`src/rtl/imem_loader_pkg.sv`:
```
// Shared types and constants for the instruction memory loader.
// Optional checksum stage is enabled with LOADER_CHECKSUM_EN.
package imem_loader_pkg;

    typedef enum logic [2:0] {
        S_IDLE,
        S_LEN0,
        S_LEN1,
        S_DATA,
        S_WRITE,
        S_CHK,
        S_DONE,
        S_ERR
    } state_t;

    localparam int BYTES_PER_WORD = 4;
    localparam int LEN_W          = 16;

    function automatic logic is_rx(state_t s);
        return (s == S_LEN0) || (s == S_LEN1) ||
               (s == S_DATA) || (s == S_CHK);
    endfunction

endpackage

```
`src/rtl/word_assembler.sv`:
```
// Byte counter and little-endian shift register for one memory word.
// word is the value completed by the byte currently being pushed.
module word_assembler
    import imem_loader_pkg::*;
#(
    parameter int WD = 32
) (
    input  logic          clk,
    input  logic          rst,
    input  logic          clr,
    input  logic          push,
    input  logic [7:0]    in_byte,
    output logic [WD-1:0] word,
    output logic          full
);

    localparam int CW = $clog2(BYTES_PER_WORD);

    logic [CW-1:0] r_cnt;
    logic [WD-1:0] r_sr;

    always_ff @(posedge clk) begin
        if (rst) begin
            r_cnt <= '0;
            r_sr  <= '0;
        end else begin
            if (clr)
                r_cnt <= '0;
            else if (push)
                r_cnt <= r_cnt + CW'(1);
            if (push)
                r_sr <= {in_byte, r_sr[WD-1:8]};
        end
    end

    // Three bytes buffered: the next push completes the word.
    assign full = (r_cnt == CW'(BYTES_PER_WORD - 1));
    assign word = {in_byte, r_sr[WD-1:8]};

endmodule

```
`src/rtl/imem_loader.sv`:
```
// Length-prefixed byte stream loader into instruction memory; holds core in reset.
// Define LOADER_CHECKSUM_EN to require a trailing XOR checksum byte.
module imem_loader
    import imem_loader_pkg::*;
#(
    parameter int WD = 32,
    parameter int WM = 10
) (
    input  logic          clk,
    input  logic          rst,
    input  logic          start,
    input  logic [7:0]    in_data,
    input  logic          in_valid,
    output logic          in_ready,
    output logic          mem_we,
    output logic [WM-1:0] mem_addr,
    output logic [WD-1:0] mem_wdata,
    output logic          cpu_rst,
    output logic          done,
    output logic          err
);

`ifdef LOADER_CHECKSUM_EN
    localparam state_t S_FIN = S_CHK;
`else
    localparam state_t S_FIN = S_DONE;
`endif

    localparam logic [LEN_W:0] CAP = (LEN_W + 1)'(1) << WM;

    state_t           r_state;
    state_t           w_nxt;
    logic [LEN_W-1:0] r_len;
    logic [WM:0]      r_idx;
    logic [WM-1:0]    r_addr;
    logic [WD-1:0]    r_wdata;
    logic             r_in_ready;
    logic             r_mem_we;
    logic             r_cpu_rst;
    logic             r_done;
    logic             r_err;

    logic             w_xfer;
    logic             w_push;
    logic             w_clr;
    logic             w_full;
    logic [WD-1:0]    w_word;
    logic [LEN_W-1:0] w_n;
    logic             w_zero;
    logic             w_over;
    logic             w_last;
    logic             w_chk_ok;

    assign w_xfer = in_valid && r_in_ready;
    assign w_push = w_xfer && (r_state == S_DATA);
    assign w_clr  = (r_state == S_LEN1) || (r_state == S_WRITE);
    assign w_n    = {in_data, r_len[7:0]};
    assign w_zero = (w_n == '0);
    assign w_over = {1'b0, w_n} > CAP;
    assign w_last = (LEN_W'(r_idx) + LEN_W'(1)) == r_len;

    word_assembler #(.WD(WD)) u_asm (
        .clk     (clk),
        .rst     (rst),
        .clr     (w_clr),
        .push    (w_push),
        .in_byte (in_data),
        .word    (w_word),
        .full    (w_full)
    );

`ifdef LOADER_CHECKSUM_EN
    logic [7:0] r_xor;

    // Running XOR of data bytes only; restarts with every session.
    always_ff @(posedge clk) begin
        if (rst)
            r_xor <= '0;
        else if (r_state == S_LEN0)
            r_xor <= '0;
        else if (w_push)
            r_xor <= r_xor ^ in_data;
    end

    assign w_chk_ok = (in_data == r_xor);
`else
    assign w_chk_ok = 1'b0;
`endif

    always_comb begin
        w_nxt = r_state;
        unique case (r_state)
            S_IDLE, S_DONE, S_ERR:
                if (start) w_nxt = S_LEN0;
            S_LEN0:
                if (w_xfer) w_nxt = S_LEN1;
            S_LEN1:
                if (w_xfer) begin
                    if (w_zero)      w_nxt = S_FIN;
                    else if (w_over) w_nxt = S_ERR;
                    else             w_nxt = S_DATA;
                end
            S_DATA:
                if (w_xfer && w_full) w_nxt = S_WRITE;
            S_WRITE:
                w_nxt = w_last ? S_FIN : S_DATA;
            S_CHK:
                if (w_xfer) w_nxt = w_chk_ok ? S_DONE : S_ERR;
            default:
                w_nxt = S_IDLE;
        endcase
    end

    always_ff @(posedge clk) begin
        if (rst) begin
            r_state    <= S_IDLE;
            r_len      <= '0;
            r_idx      <= '0;
            r_addr     <= '0;
            r_wdata    <= '0;
            r_in_ready <= 1'b0;
            r_mem_we   <= 1'b0;
            r_cpu_rst  <= 1'b1;
            r_done     <= 1'b0;
            r_err      <= 1'b0;
        end else begin
            r_state    <= w_nxt;
            r_in_ready <= is_rx(w_nxt);
            r_mem_we   <= (w_nxt == S_WRITE);
            r_cpu_rst  <= (w_nxt != S_DONE);
            r_done     <= (w_nxt == S_DONE);
            r_err      <= (w_nxt == S_ERR);
            if (r_state == S_LEN0 && w_xfer)
                r_len[7:0] <= in_data;
            if (r_state == S_LEN1 && w_xfer) begin
                r_len[LEN_W-1:8] <= in_data;
                r_idx            <= '0;
            end
            if (w_push && w_full) begin
                r_addr  <= r_idx[WM-1:0];
                r_wdata <= w_word;
            end
            if (r_state == S_WRITE && !w_last)
                r_idx <= r_idx + (WM + 1)'(1);
        end
    end

    assign in_ready  = r_in_ready;
    assign mem_we    = r_mem_we;
    assign mem_addr  = r_addr;
    assign mem_wdata = r_wdata;
    assign cpu_rst   = r_cpu_rst;
    assign done      = r_done;
    assign err       = r_err;

endmodule

```
`config.mk`:
```
export PLATFORM = sky130hd
export DESIGN_NAME = imem_loader
export DESIGN_NICKNAME = d
export VERILOG_FILES = /design/src/rtl/imem_loader_pkg.sv /design/src/rtl/word_assembler.sv /design/src/rtl/imem_loader.sv
export SDC_FILE = /design/constraint.sdc
export NUM_CORES = 1
export LEC_CHECK = 0
export CAP_MARGIN = 30
export CORE_AREA = 2 2 120 122
export CTS_CLUSTER_SIZE = 24
export DETAILED_ROUTE_END_ITERATION = 6
export DIE_AREA = 0 0 122 124
export PLACE_DENSITY = 0.49
export SLEW_MARGIN = 20
export SYNTH_ARGS = -nofsm -noshare
export SYNTH_HDL_FRONTEND = slang
export SYNTH_HIERARCHICAL = 1
export SYNTH_SLANG_ARGS = --single-unit
```
`constraint.sdc`:
```
create_clock -name clk -period 3.04 [get_ports clk]
set_input_delay 0.608 -clock clk [delete_from_list [all_inputs] [get_ports clk]]
set_output_delay 0.608 -clock clk [all_outputs]
set_load 0.005 [all_outputs]
```
; ---- Yosys cells after proc, flatten, opt, wreduce, memory -nomap -nowiden
; Cells that the tools add are included.
[word_totals]
regBits = 111
in_bits = 12
out_inout_bits = 47
[classes]
add_sub_neg = 3
n_lt_le_gt_ge = 1
n_eq_ne = 17
n_mux = 11
n_reduce_logical = 17
[op_table]
columns = operator, count
row1 = "== test 3 bit, second input constant", 8
row2 = 2-to-1 mux 3 bit, 8
row3 = 2-to-1 mux 11 bit, 2
row4 = one-hot mux 3 bit (6 select lines), 1
row5 = == test 12 x 16 -> 1 bit, 1
row6 = "> comparator 16 x 11 -> 1 bit, second input constant", 1
row7 = zero test 16 bit, 1
row8 = "adder 11 x 1 -> 12 bit, second input constant", 1
row9 = "== test 3 x 2 -> 1 bit, second input constant", 4
row10 = "adder 11 x 1 -> 11 bit, second input constant", 1
row11 = logical AND 1 bit, 7
row12 = "== test 3 x 1 -> 1 bit, second input constant", 2
row13 = logical OR 1 bit, 4
row14 = zero test 3 bit, 1
row15 = "!= test 3 bit, second input constant", 1
row16 = OR reduction 3 bit, 1
row17 = "adder 2 x 1 -> 2 bit, second input constant", 1
row18 = "== test 2 bit, second input constant", 1
row19 = nonzero test 2 bit, 1
row20 = OR reduction 2 bit, 1
row21 = zero test 1 bit, 1

; ---- Logic depth before layout (Yosys ltp)
[logic_depth]
depth_word = 9
mapped_depth = 9

; ---- Hierarchy
; Netlist, hierarchy kept.
[modules_own_cells]
columns = module, n_inst, cells_per_inst, area_per_inst_um2, seq_area_each_um2
row1 = imem_loader, 1, 435, 3445.8, 1541.5
row2 = word_assembler, 1, 93, 1017.2, 520.5

; ---- Worst setup path after synthesis
; No wires, ideal clock.
[synth_timing]
kind = flip-flop to flip-flop
startpoint = register r_idx[0]
endpoint = register r_idx[8]
setup_ns = 0.116
t_arrival_ns = 2.248
required_ns = 2.924
slack_ns = 0.676
path_stages_with_launch = 9
path_buffers = 1
path_cell_list = dfxtp_1 ha_1 and3_4 nand4_4 or3_4 a2111oi_4 o211ai_4 buf_2 a31o_2
[synth_via]
elab_chain_cells = 5
[synth_lines]
columns = item, line
row1 = start: declaration, imem_loader.sv:34  ; logic [WM:0] r_idx;
row2 = start signal: assignment, imem_loader.sv:144  ; r_idx <= r_idx + (WM + 1)'(1);
row3 = adder 11 x 1 -> 12 bit, imem_loader.sv:60  ; assign w_last = (LEN_W'(r_idx) + LEN_W'(1)) == r_len;
row4 = == test 12 x 16 -> 1 bit, imem_loader.sv:60
row5 = zero test 1 bit, imem_loader.sv:143  ; if (r_state == S_WRITE && !w_last)
row6 = logical AND 1 bit, imem_loader.sv:143
row7 = 2-to-1 mux 11 bit / nonzero test 2 bit (equally long branches), --
; Several ways; a longest one is shown, not always the timed one.
; A chain may end at the register's enable or synchronous reset.

; ---- Worst setup path in the final report
[layout_timing]
startpoint = register r_idx[0]
endpoint = register r_idx[0]
; Same word-level chain as after synthesis.

==> results.json <==
{
  "status": "finished, final reports clean",
  "rsz0062_at_grt": "false",
  "antenna_found_initial": 0,
  "cp.arrival_ps": 2970,
  "via_per_inst": 4.895,
  "n_fill_cell": 1380,
  "syn_inst": 528,
  "ys.flop_type": "dfxtp_1",
  "netlist.area_leader.share": 0.4620,
  "fin_util": 0.3968,
  "ios": 59,
  "drt_first_pass_iters": 4,
  "synth_top_area_cell": "dfxtp_1",
  "setup_tns_ps": 0,
  "die_x_um": 122,
  "synth_area_per_cell_um2": 8.453,
  "core_region_area_um2": 13720,
  "synth_compound_area_frac": 0.1236,
  "irDropWorstVdd_mv": 0.2526,
  "synth-simple-area-share": 0.2422,
  "final_cell_area_um2": 5444,
  "p_total_mw": 2.656,
  "drv_cap": 0,
  "clk_pin_slew_worst_paths_ps": 70,
  "dp_hpwl_um": 7532,
  "clock.fmax_mhz": 371.4,
  "netlist_area_um2": 4463,
  "cts_tree": "yes",
  "dieArea_um2": 15130,
  "worstPathRequired_ps": 3320,
  "synth_top_family_by_area": "simple AND/OR/NAND/NOR gates",
  "yosys.area_share.xor_xnor": 0.03336,
  "chipHeight_um": 124,
  "wl_um": 11120,
  "hold_viol": 0,
  "detail_route.wl_per_cell_um": 14.77,
  "p_leak_nw": 1.761,
  "start_util": 0.3253,
  "final_nets": 582,
  "synth_nets": 542,
  "synth.area.top_cells": "dfxtp_1 46%, nand2_1 9.9%, mux2i_1 7.6%",
  "area_delta_synth_final_pct": 21.98,
  "slew_violations": 0,
  "cts_buffers": 9,
  "port-buffer-count": 58,
  "relSlewSlack": 0.5062,
  "path_class": "reg -> reg",
  "synthMuxAreaShare": 0.07625,
  "drt_iter0_drc": 196,
  "globalplace.congestion": 0.7931,
  "cts_hold_buf": 0,
  "ys_ff_latch": 103,
  "crit_fanout": 15,
  "insertion_delay_ps": 350,
  "drc": 0,
  "dr_total_vias": 3686,
  "row_count": 43,
  "hp-class": "reg -> reg",
  "cts.path.max_buffers": 2,
  "period_needed_ps": 2692,
  "grt_pass1_wl_um": 18520,
  "cts_sinks": 103,
  "crit_path_end_kind": "register",
  "grt-ovfl-total": 0,
  "placedInstanceArea_um2": 5147,
  "seq_area_frac_synth": 0.4620,
  "drtAntennaViolNets": 0,
  "ys_warn_count": 6,
  "p_per_area_nw_per_um2": 488.0,
  "synthAdderAreaFrac": 0.005607,
  "grt_pass1_vias": 3660,
  "fin_crit_sh": 0.8856,
  "postCtsSetupBuffers": 0,
  "post_cts_resized": 0,
  "multi_input_area_um2": 2157,
  "finClkSkew_ps": 8.943,
  "seq_area_um2": 2062,
  "diodes": 0,
  "htree_levels": 3,
  "synth_edf_count": 0,
  "layout-drive-gt1-share": 0.07679,
  "synth_cell_types": 45,
  "cp-start-kind": "register",
  "grt_max_degree": 76,
  "tightestPinTransition_ps": 740.7,
  "clockRootBuffer": "clkbuf_16",
  "synth-async-reset-ratio": 0,
  "track_usage": 0.1571,
  "setup_viol": 0
}
layer usage:
metal | GRT usage | vias up | routed length, um
li1 | - | 1852 | -
met1 | 0.2076 | 1738 | 5354
met2 | 0.2413 | 79 | 5057
met3 | 0.03571 | 17 | 450
met4 | 0.07830 | 0 | 258
met5 | 0 | - | 0
cells by family after synthesis:
| family | count (synthesis) |
|---|---|
| AND/OR/NAND/NOR | 234 |
| flip-flops | 103 |
| AO/OA/AOI/OAI | 93 |
| buffers and inverters | 45 |
| multiplexers | 34 |
| XOR/XNOR | 17 |
| adder cells (fa/ha/maj) | 2 |
cells in the final DEF (no fill, tap or decap), types with 2 or more instances in the layout:
cell type	instances
a21oi_1	58
a31o_2	2
and3_1	3
buf_4	14
clkbuf_16	9
clkdlybuf4s50_1	57
clkinv_2	2
dfxtp_1	103
ha_1	2
inv_1	2
mux2i_1	34
nand2_1	118
nand2b_1	13
nand3_1	10
nand3b_1	4
nor2_1	44
nor2b_1	2
nor3_1	11
nor3b_1	4
nor4_1	8
nor4b_1	5
o21ai_0	12
o21ai_1	9
o22ai_1	2
o31a_1	2
or3_1	2
xnor2_1	13
xor2_1	4
flip-flops by register name, indices dropped and copies added (netlist names), 2 cells and up:
| signal | count |
|---|---|
| r_idx | 11 |
| r_len | 16 |
| u_asm/r_cnt | 2 |
| mem_addr | 10 |
| u_asm/r_sr | 24 |
| r_state | 3 |
| mem_wdata | 32 |
area by class of cell:
type / instances / area share
well taps: 180 / 0.04137
repair buffers: 72 / 0.1278
inverters: 2 / 0.001379
clock buffers: 10 / 0.04206
flip-flops and latches: 103 / 0.3788
clock inverters: 6 / 0.01241
multi-input cells: 380 / 0.3962
path summary, 6_finish.rpt:
check                 from            end  slack, ps  depth (start not counted)
max               r_idx[0]       r_idx[0]        350                          8
min          mem_wdata[31]  mem_wdata[31]        460                          2
max reg2reg       r_idx[0]       r_idx[0]        350                          8
min reg2reg  mem_wdata[31]  mem_wdata[31]        460                          2
worst max-delay path: stages (launching register included):
cell       delay [ps]
dfxtp_1           450
ha_1              290
and3_4            230
nand4_4           110
or3_4             400
a2111oi_4         410
o211ai_4          240
a21o_4            320
o22ai_2           160
metrics by stage:
stage | cells | setup slack, ps | hold slack [ps]
after global placement | 737 | 404.0 | 442.9
after global routing | 753 | 212.9 | 475.8
after detailed placement | 737 | 363.1 | 448.7
after CTS | 753 | 336.0 | 459.0
final | 753 | 347.7 | 456.1
after floorplan | 528 | 675.9 | 431.2
power breakdown:
| group | internal (mW) | leakage [nW] | switching (mW) |
|---|---|---|---|
| registers | 1.36 | 0.830 | 0.0120 |
| clock network | 0.645 | 0.145 | 0.528 |
| logic | 0.0484 | 0.786 | 0.0677 |
| total | 2.05 | 1.76 | 0.607 |
cells in the mapped netlist (2+ instances only):
| master | n |
|---|---|
| nand3b_1 | 4 |
| a31o_2 | 2 |
| dfxtp_1 | 103 |
| nor4b_1 | 5 |
| o31a_1 | 2 |
| buf_4 | 11 |
| or3_1 | 2 |
| mux2i_1 | 34 |
| xnor2_1 | 13 |
| buf_12 | 2 |
| and3_1 | 3 |
| nor2b_1 | 2 |
| nor2_1 | 46 |
| clkbuf_1 | 26 |
| nor4_1 | 8 |
| inv_1 | 2 |
| nor3_1 | 11 |
| a21oi_1 | 58 |
| ha_1 | 2 |
| o22ai_1 | 2 |
| o21ai_0 | 12 |
| nand3_1 | 10 |
| buf_2 | 3 |
| nor3b_1 | 4 |
| nand2b_1 | 13 |
| nand2_1 | 118 |
| o21ai_1 | 9 |
| xor2_1 | 4 |
No activity file was read; power rests on OpenSTA's default activity.
